File: config.mk
export PLATFORM = sky130hd
export DESIGN_NAME = aes_round_sequencer
export DESIGN_NICKNAME = d
export VERILOG_FILES = /design/src/rtl/aes_round_sequencer.sv
export SDC_FILE = /design/constraint.sdc
export NUM_CORES = 1
export LEC_CHECK = 0
export CORE_AREA = 3 3 347 349
export DETAILED_ROUTE_END_ITERATION = 10
export DIE_AREA = 0 0 350 352
export PLACE_DENSITY = 0.43
export RECOVER_POWER = 50
export SKIP_CTS_REPAIR_TIMING = 1
export SLEW_MARGIN = 10
export SYNTH_ARGS = -nofsm -noshare
export SYNTH_HDL_FRONTEND = slang
export SYNTH_SLANG_ARGS = --single-unit
File: constraint.sdc
create_clock -name clk_i -period 1.77 [get_ports clk_i]
set_clock_uncertainty 0.2 [all_clocks]
set_input_delay 0.2655 -clock clk_i [delete_from_list [all_inputs] [get_ports clk_i]]
set_output_delay 0.2655 -clock clk_i [all_outputs]
set_load 0.1 [all_outputs]
File: src/rtl/aes_round_sequencer.sv
// Sequences one AES-128 block encryption through a combinational aes_operations_unit,
// one unit operation per clock, holding the working state and key between operations.
module aes_round_sequencer #(
   parameter int unsigned DATA_W     = 128,
   parameter int unsigned NUM_ROUNDS = 10
) (
   input  logic              clk_i,
   input  logic              rst_i,
   input  logic              start_i,
   input  logic [DATA_W-1:0] data_in_i,
   input  logic [DATA_W-1:0] key_in_i,
   input  logic [DATA_W-1:0] unit_result_i,
   output logic [DATA_W-1:0] unit_state_o,
   output logic [DATA_W-1:0] unit_key_o,
   output logic [DATA_W-1:0] unit_round_o,
   output logic [2:0]        unit_opcode_o,
   output logic              unit_en_o,
   output logic              busy_o,
   output logic              done_o,
   output logic [DATA_W-1:0] data_out_o
);

   typedef enum logic [2:0] {
      StIdle, StArk0, StSub, StShift, StMix, StArk, StDone
   } fsm_e;

   localparam logic [2:0] OpSb  = 3'd0;
   localparam logic [2:0] OpSr  = 3'd1;
   localparam logic [2:0] OpMc  = 3'd2;
   localparam logic [2:0] OpArk = 3'd3;
   localparam logic [3:0] LastRound = 4'(NUM_ROUNDS);

   fsm_e              fsm_q, fsm_d;
   logic [3:0]        round_q, round_d;
   logic [DATA_W-1:0] state_q, state_d;
   logic [DATA_W-1:0] key_q, key_d;
   logic [DATA_W-1:0] data_out_q, data_out_d;
   logic [2:0]        opcode_q, opcode_d;
   logic              en_q, en_d;
   logic              busy_q, busy_d;
   logic              done_q, done_d;

   always_comb begin
      fsm_d      = fsm_q;
      round_d    = round_q;
      state_d    = state_q;
      key_d      = key_q;
      data_out_d = data_out_q;
      case (fsm_q)
         StIdle: begin
            if (start_i) begin
               state_d = data_in_i;
               key_d   = key_in_i;
               round_d = 4'd0;
               fsm_d   = StArk0;
            end
         end
         StArk0: begin
            state_d = unit_result_i;
            round_d = 4'd1;
            fsm_d   = StSub;
         end
         StSub: begin
            state_d = unit_result_i;
            fsm_d   = StShift;
         end
         StShift: begin
            state_d = unit_result_i;
            // The final round has no MixColumns.
            fsm_d   = (round_q < LastRound) ? StMix : StArk;
         end
         StMix: begin
            state_d = unit_result_i;
            fsm_d   = StArk;
         end
         StArk: begin
            state_d = unit_result_i;
            if (round_q == LastRound) begin
               data_out_d = unit_result_i;
               fsm_d      = StDone;
            end else begin
               round_d = round_q + 4'd1;
               fsm_d   = StSub;
            end
         end
         StDone:  fsm_d = StIdle;
         default: fsm_d = StIdle;
      endcase
   end

   // Outputs are decoded from the next state so they are registered alongside it.
   always_comb begin
      opcode_d = OpSb;
      en_d     = 1'b0;
      busy_d   = (fsm_d != StIdle);
      done_d   = (fsm_d == StDone);
      case (fsm_d)
         StArk0:  begin opcode_d = OpArk; en_d = 1'b1; end
         StSub:   begin opcode_d = OpSb;  en_d = 1'b1; end
         StShift: begin opcode_d = OpSr;  en_d = 1'b1; end
         StMix:   begin opcode_d = OpMc;  en_d = 1'b1; end
         StArk:   begin opcode_d = OpArk; en_d = 1'b1; end
         default: begin opcode_d = OpSb;  en_d = 1'b0; end
      endcase
   end

   always_ff @(posedge clk_i) begin
      if (rst_i) begin
         fsm_q      <= StIdle;
         round_q    <= '0;
         state_q    <= '0;
         key_q      <= '0;
         data_out_q <= '0;
         opcode_q   <= OpSb;
         en_q       <= 1'b0;
         busy_q     <= 1'b0;
         done_q     <= 1'b0;
      end else begin
         fsm_q      <= fsm_d;
         round_q    <= round_d;
         state_q    <= state_d;
         key_q      <= key_d;
         data_out_q <= data_out_d;
         opcode_q   <= opcode_d;
         en_q       <= en_d;
         busy_q     <= busy_d;
         done_q     <= done_d;
      end
   end

   assign unit_state_o  = state_q;
   assign unit_key_o    = key_q;
   assign unit_round_o  = {{(DATA_W-4){1'b0}}, round_q};
   assign unit_opcode_o = opcode_q;
   assign unit_en_o     = en_q;
   assign busy_o        = busy_q;
   assign done_o        = done_q;
   assign data_out_o    = data_out_q;

endmodule

Word-level counts from Yosys, hierarchy flattened
Index checks and enable logic that the tools add are counted. W data, S select, Z words.

Input bits: 387. Output and inout bits: 518. Register bits after elaboration: 397. Logic and storage cells: 47.

Reductions and logical operators: 11. $add $sub $neg: 1. Eq/ne operators: 14. Order comparisons: 1. Muxes and demuxes: 11.

Operators with widths (number): $pmux W128 S2 (1); $mux W128 (1); $pmux W3 S6 (1); $eq A3 B3 Y1 const B (5); $eq A3 B2 Y1 const B (4); $pmux W4 S3 (1); $reduce_or A5 Y1 (2); $mux W4 (2); $eq A3 B1 Y1 const B (2); $mux W3 (2); $pmux W2 S3 (1); $reduce_and A2 Y1 (3); $reduce_bool A3 Y1 (2); $add A4 B1 Y4 const B (1); $eq A4 B4 Y1 const B (1); $lt A4 B4 Y1 const B (1); $ne A2 B2 Y1 const B (2); $logic_not A3 Y1 (1); $reduce_and A3 Y1 (1); $mux W1 (2); $reduce_bool A2 Y1 (1); $reduce_or A2 Y1 (1).

Depth between registers and ports, before layout
Gate-level depths: netlist (run 1).

Depth after elaboration: 6. Mapped depth: 8. Gate-level depth less buffers: 6.

Worst setup path after synthesis (run 1)
OpenSTA, ideal clock, no wires.

Path type: reg-to-reg. Start point: register round_q[1]. End point: register data_out_q[117] (netlist: data_out_o[117]). Cell stages (with the launch flop): 8. Clock period less this slack: 2.407 ns. Data required time: 1.500 ns. Slack: -0.637 ns. Setup time: 0.070 ns. Arrival: 2.137 ns. Path through: dfxtp_1 -> ha_1 -> nand3b_1 -> nor2_2 -> buf_2 -> buf_2 -> nand2_1 -> a21oi_1.

Word-level cells in the longest chain between the ends: 2.

Ends and longest elaborated chain: start, declared (RTL line 34) `logic [3:0] round_q, round_d;`; start signal, assigned (RTL line 120) `round_q <= round_d;`; $eq A4 B4 Y1 (RTL line 78) `if (round_q == LastRound) begin`; $reduce_and A2 Y1 (no source line); end signal, assigned (RTL line 123) `data_out_q <= data_out_d;`; end, declared (RTL line 37) `logic [DATA_W-1:0] data_out_q, data_out_d;`.

No other way between the ends. A chain may end at the register's enable or synchronous reset.

Final worst setup path (run 1)
Start point: register fsm_q[1]. End point: register state_q[79] (netlist: unit_state_o[79]).

Word-level cells in the longest chain between the ends: 4.

Ends and longest elaborated chain: start, declared (RTL line 33) `fsm_e fsm_q, fsm_d;`; start signal, assigned (RTL line 109) `fsm_q <= StIdle;`; start signal, assigned (RTL line 119) `fsm_q <= fsm_d;`; $eq A3 B3 Y1 (tied with other cells) (RTL line 49) `case (fsm_q)`; $reduce_or A5 Y1 (no source line); $reduce_bool A2 Y1 (no source line); $reduce_and A2 Y1 (no source line); end signal, assigned (RTL line 121) `state_q <= state_d;`; end, declared (RTL line 35) `logic [DATA_W-1:0] state_q, state_d;`.

Several ways; a longest one is shown, not always the timed one.

==> results.md, run 1 <==
* Run status: finished, violations left
* Violations in the final reports: setup timing
* GP Congestion at 0.826
* Worst setup margin at -0.109 ns
* Final setup vio count at 114
* CTS sink cnt at 396
* Final hold violation count at 0
* Critical path type: flip-flop to flip-flop
* Total Routed Length at 90.2 mm
* Stage delay of the slowest cell on the critical path at 0.37 ns
* Total routing resource utilization after global routing at 12.7%
* Post-route setup TNS at -4.70 ns
* Core outline area at 118000 sq um
* Die height at 352 microns
* First-pass GRT wire length at 116 mm
* Cell Area, Synth at 15900 sq um
* Clock buffer depth at 3
* Post-layout min period at 1.88 ns
* Yosys Warn Count at 0
* Share of the yosys chip area belonging to registers at 49.9%
* Kind of start point of the critical path: flip-flop
* RSZ-0062 raised after global routing: true
* Total power density per cell area at 1010 nW/um^2
* Final-stage net count at 3396
* Share of post-route cells with drive strength above 1 at 29.7%
* Number of synthesized register bits at 396
* Overall die area at 123000 sq um
* Level count of the clock H-tree at 2
* Multi-input combinational cell area at 7520 sq um
* Routed len/inst at 19.7 microns
* Sum of net half-perimeters after detailed placement at 65.2 mm
* Final ANT Viol Nets at 0
* Worst hold path depth at 3
* Maximum ir drop on the vdd rail at 0.637 mV
* Worst Hold Endpoint: unit_key_o[43]$_SDFFE_PP0P_
* Overflow left after global routing at 0
* Unique masters post-synth at 32
* Count of buffers inserted at the top-level ports at 779
* Clock edge transition at the registers on the reported setup and hold paths at 0.06 ns
* Reg area at 7970 sq um
* Startpoint of the worst-slack reg-to-reg timing path: fsm_q[1]$_SDFF_PP0_
* Maximum fanout along the worst path at 8
* Maximum clock frequency at 532 MHz
* DRC errors left at 0
* Average footprint of a synthesized cell at 7.91 sq um
* Number of top-level pins at 905
* Classification of the worst-slack hold path: primary input to flip-flop
* TritonCTS clock tree: built
* Initial Util at 13.5%
* DR iter-0 viols at 765
* Critical-path cell list: buf_12, mux2_8, buf_12, clkbuf_16, clkbuf_16, a311oi_2
* Final instance area at 34800 sq um
* Gate Count Post-Synth at 2010
* Mean number of vias per cell at 3.80
* Worst-skew pair later-pin latency at 0.60 ns
* Post-Place Worst Slack at -0.487 ns
* Via count of the first global-routing pass at 16200
* Total CTS buffers at 52
* Arrival @ worst endpoint at 2.19 ns
* Slew Viols, Final at 0
* Initial antenna violation count at 6
* Die extent in x at 350 microns
* Minimum setup slack among reg-to-reg paths at -0.11 ns
* Total leakage power at 13.1 nW
* Bufs and invs on worst path at 4
* Number of optimization iterations in the first detailed-route pass at 5
* Slowest stage cell, crit path: dfxtp_4
* Number of fill cells in the layout at 12200
* Worst reg-to-reg path cell count at 6
* Minimum hold slack at 0.0146 ns
* Max_cap viols at 0
* Worst reg2reg path endpoint: unit_state_o[79]$_SDFFE_PP0P_
* Instance area after placement at 30200 sq um
* Final clock period utilization by the worst path at 106%
* Std cell rows at 126
* Data required time of the worst path at 2.08 ns
* Worst Hold Launch: key_in_i[43]
* Critical Path End Type: flip-flop
* Area growth from synthesis to layout at 119%
* Maximum number of pins on one net before global-route repair at 43
* Number of vias in the routed layout at 17400
* Master cell of the clock root buffer: clkbuf_16
* CP delay by family, top: buffers and inverters
[cells by family after synthesis]
kind of cell | count (synthesis) | synth area share [%]
AND/OR/NAND/NOR | 919 | 22.1
AO/OA/AOI/OAI | 405 | 16.6
flip-flops | 396 | 49.9
buffers and inverters | 286 | 11.1
adder cells (fa/ha/maj) | 2 | 0.157
multiplexers | 1 | 0.0944
other | 1 | 0.0236
[per-layer routing]
metal  part of all wire [%]  vias up  GRT usage, %
met5                  0.014        -             0
met1                     41     8299          15.2
met2                     49      607          21.8
li1                       -     8416             -
met4                    2.1        2          3.49
met3                    7.3      101          3.85
[worst register-to-register path, stage by stage, from the launching register on]
cell and delay [ns]:
dfxtp_4 0.37, buf_12 0.13, mux2_8 0.32, buf_12 0.16, clkbuf_16 0.19, clkbuf_16 0.18
a311oi_2 0.24
[synthesized netlist by cell type]
master    instances  share of area, %
nand3b_4          1              0.13
nand3_1           1             0.031
mux2_4            1             0.094
clkbuf_1         66               1.6
nor2_1          132               3.1
nor2_2            1             0.039
ha_1              2              0.16
buf_6            10              0.71
or4_1             1             0.047
inv_1             1             0.024
nand2_1         771                18
nand3b_1          2             0.094
nand2b_1          2             0.079
o21ai_0           5              0.16
o21bai_1          2             0.094
buf_1             2             0.047
a31oi_1           1             0.039
nor2b_1           1             0.039
a311oi_2         20               1.9
and2_1            2             0.079
a21oi_1         267               8.4
conb_1            1             0.024
dfxtp_1         396                50
and3b_1           2              0.11
o31ai_1           1             0.047
buf_2            65               2.0
nand4b_1          1             0.055
nor2_4            1             0.071
or3b_2            1             0.055
o211ai_1          1             0.047
a311oi_1        108               5.9
buf_4           142               6.7
[sequential cells by signal, indices dropped and copies added, names as in the netlist]
register	cells
done_o	1
unit_opcode_o	2
unit_en_o	1
unit_state_o	128
data_out_o	128
fsm_q	3
round_q	4
busy_o	1
unit_key_o	128
[stage by stage]
| stage | cells | util (%) | power (W) |
|---|---|---|---|
| finish | 4587 | 29.6 | 0.0352 |
| global route | 4586 | 29.6 | 0.0365 |
| CTS | 4440 | 27.1 | 0.0342 |
| detailed placement | 4347 | 25.6 | 0.0231 |
| global placement | 4347 | 25.6 | 0.0231 |
| floorplan | 2134 | - | 0.0178 |
[final cells by class]
type / count / share of cell area, %
repair buffers: 1104 / 45.0
clock inverters: 11 / 0.395
multi-input cells: 1452 / 21.6
clock buffers: 82 / 4.55
diodes: 5 / 0.0359
well taps: 1536 / 5.52
flip-flops and latches: 396 / 22.9
inverters: 1 / 0.0180
[power by group]
part,internal (W),total (W),switching [W]
combinational,0.00517,0.0140,0.00879
sequential,0.00958,0.0103,0.000769
clock,0.00653,0.0109,0.00432
[how the worst max path moves through the flow]
stage                            startpoint  slack, ns                             end  cells past startpoint
floorplan           round_q[0]$_SDFFE_PP0P_      -0.02         round_q[1]$_SDFFE_PP0P_                      6
global placement                    start_i      -0.47    unit_state_o[5]$_SDFFE_PP0P_                      7
detailed placement                  start_i      -0.49  unit_state_o[107]$_SDFFE_PP0P_                      7
CTS                     fsm_q[0]$_SDFF_PP0_      -0.19    data_out_o[127]$_SDFFE_PP0P_                      7
global route            fsm_q[1]$_SDFF_PP0_      -0.16   unit_state_o[37]$_SDFFE_PP0P_                      7
finish                  fsm_q[1]$_SDFF_PP0_      -0.11   unit_state_o[79]$_SDFFE_PP0P_                      6
[cell usage in the layout, fill, tap and decap left out, drive strengths merged, types with 3 or more instances in the layout]
cell type / n
bufinv: 3
dfxtp: 396
clkbuf: 104
a311oi: 128
nand2: 771
dlygate4sd3: 98
inv: 3
clkdlybuf4s50: 385
o21ai: 5
nand3b: 3
clkinv: 6
a21oi: 267
conb: 125
buf: 599
nor2: 134
diode: 5
(Power assumes the default switching activity.)
==> run 2, diff against run 1 <==
Settings changed: MAX_ROUTING_LAYER from default to met4.
==> run 2 against run 1 <==
  * The run still ends with setup timing left
  * Cell area shrank 0.56%
  * Critical path depth did not move
  * Critical endpoint is now unit_state_o[89]$_SDFFE_PP0P_
  * Non-clock buffer count grew 3
  * Highest routed layer is now met4
==> results.md, run 2 (synthesis results as in run 1) <==
* Stage delay of the slowest cell on the critical path at 0.37 ns (about the same)
* Proportion of power drawn by combinational gates at 39.5% (-0.2 points)
* Via count of the first global-routing pass at 16300 (+0.30%)
* GP Congestion at 0.839 (+1.5%)
* TritonCTS clock tree: built
* Number of optimization iterations in the first detailed-route pass at 5 (unchanged)
* Count of buffers inserted at the top-level ports at 779 (unchanged)
* DR iter-0 viols at 808 (+5.6%)
* Slew Viols, Final at 0 (unchanged)
* Core outline area at 118000 sq um (unchanged)
* Post-route setup TNS at -4.51 ns (+0.181 ns)
* First-pass GRT wire length at 115 mm (-0.26%)
* Bufs and invs on worst path at 4 (unchanged)
* DRC errors left at 0 (unchanged)
* Most common cell after layout, fill and taps aside: nand2_1
* Total power density per cell area at 1010 nW/um^2 (+0.14%)
* Number of vias in the routed layout at 17400 (-0.33%)
* Classification of the worst-slack hold path: primary input to flip-flop
* Overflow left after global routing at 0 (unchanged)
* Std cell rows at 126 (unchanged)
* Startpoint of the worst-slack reg-to-reg timing path: fsm_q[1]$_SDFF_PP0_
* Total CTS buffers at 52 (unchanged)
* Clk pwr share at 30.9% (about the same)
* Most used cells in the layout excluding fill and tap cells: 765 x nand2_1, 439 x buf_12, 385 x clkdlybuf4s50_1
* Mean number of vias per cell at 3.78 (-0.42%)
* Beginning of the critical path: fsm_q[1]$_SDFF_PP0_
* Maximum clock frequency at 535 MHz (+0.58%)
* CP delay by family, top: buffers and inverters
* Power Internal at 0.0212 W (-0.28%)
* Register share of total power at 29.6% (+0.2 points)
* Overall die area at 123000 sq um (unchanged)
* Run status: finished, violations left
* Worst setup margin at -0.0985 ns (+0.0109 ns)
* RSZ-0062 raised after global routing: true
* Share of post-route cells with drive strength above 1 at 28.4% (-1.3 points)
* Kind of start point of the critical path: flip-flop
* Reported net switching power at 0.0138 W (-0.63%)
* Final instance count without filler cells at 4591 (+0.087%)
* Critical-path cell list: buf_12, mux2_8, buf_12, clkbuf_16, clkbuf_16, a311oi_1
* Worst-skew pair later-pin latency at 0.60 ns (about the same)
* Final clock period utilization by the worst path at 106% (-0.61 points)
* Initial antenna violation count at 6 (unchanged)
* Switching fraction of total power at 39.4% (-0.084 points)
* Placed cells at 4347 (unchanged)
* Maximum fanout along the worst path at 6 (-2)
* Total routing resource utilization after global routing at 13.0% (+0.36 points)
* Initial Util at 13.5% (unchanged)
* Die extent in x at 350 microns (unchanged)
* Final ANT Viol Nets at 0 (unchanged)
* Maximum ir drop on the vdd rail at 0.634 mV (-0.35%)
* Total Routed Length at 89.3 mm (-1.1%)
* Level count of the clock H-tree at 2 (unchanged)
* Final-stage net count at 3399 (+0.088%)
* Die height at 352 microns (unchanged)
* Data required time of the worst path at 2.08 ns (about the same)
* Total leakage power at 13.0 nW (-0.66%)
* Worst Hold Launch: key_in_i[23]
* Critical Path End Type: flip-flop
* Number of top-level pins at 905 (unchanged)
* Clock buffer depth at 3 (unchanged)
* Violations in the final reports: setup timing
* Clock edge transition at the registers on the reported setup and hold paths at 0.06 ns (about the same)
* Maximum number of pins on one net before global-route repair at 43 (unchanged)
* Slowest stage cell, crit path: dfxtp_4
* Critical path type: flip-flop to flip-flop
* Area growth from synthesis to layout at 118%
* Max_cap viols at 0 (unchanged)
* Final hold violation count at 0 (unchanged)
* Sum of net half-perimeters after detailed placement at 65.2 mm (unchanged)
* CTS sink cnt at 396 (unchanged)
* Final setup vio count at 117 (+2.6%)
* Post-layout min period at 1.87 ns (-0.0109 ns)
* Arrival @ worst endpoint at 2.18 ns (about the same)
* Routed len/inst at 19.4 microns (-1.1%)
* Master cell of the clock root buffer: clkbuf_16
[run 2: cell count changes in the layout (fill, tap and decap cells not counted), moves of 3 or more]
cell           previous run  this run
buf_4                   118       112
nor2_2                   33        30
nor2_1                   91        95
dlygate4sd3_1            98       106
a21oi_2                  30        14
nand2_1                 753       765
a21oi_1                 236       252
nand2_4                  11         1
buf_6                    21        29
clkbuf_16                75        71
[run 2: metal layers]
layer	share of wire (%)	up-vias	track usage, %
met5	0	-	-
li1	-	8427	-
met2	49	596	21.8
met1	42	8248	15.4
met3	6.5	96	3.43
met4	2.0	0	3.49
[run 2: worst paths after layout]
kind / to / cells after the start / slack [ns]
worst max-delay path: unit_state_o[89]$_SDFFE_PP0P_ / 6 / -0.1
worst min-delay path: unit_key_o[23]$_SDFFE_PP0P_ / 3 / 0.003
worst max register to register: unit_state_o[89]$_SDFFE_PP0P_ / 6 / -0.1
worst min register to register: data_out_o[41]$_SDFFE_PP0P_ / 2 / 0.28
[run 2: per-stage QoR]
step	worst slack (ns)	hold WS (ns)	power (W)	instance area [sq um]	utilization (%)
after detailed placement	-0.487	0.277	0.0231	30200	25.6
final	-0.0985	0.00318	0.0350	34600	29.4
after CTS	-0.191	-0.101	0.0342	31900	27.1
after global placement	-0.472	0.275	0.0231	30200	25.6
after global routing	-0.151	-0.0101	0.0364	34600	29.4
after floorplan	-0.0164	0.201	0.0178	16400	-
[run 2: worst min-delay path, stage by stage]
cell and delay [ns]:
clkdlybuf4s50_1 0.39, nand2_1 0.05, a21oi_1 0.05
[run 2: power by group through the flow]
stage	combinational [W]	sequential [W]	clock, W
floorplan	0.00310	0.0147	0
global placement	0.0125	0.0105	0
detailed placement	0.0125	0.0105	0
CTS	0.0126	0.0104	0.0113
global route	0.0143	0.0104	0.0116
finish	0.0138	0.0104	0.0108
[run 2: cell type report]
type                    count  area, sq um
repair buffers           1107        15600
diodes                      6         15.0
inverters                   1         6.26
flip-flops and latches    396         7970
clock buffers              82         1590
clock inverters            11          138
multi-input cells        1452         7350
fillers                 12300        83200
well taps                1536         1920
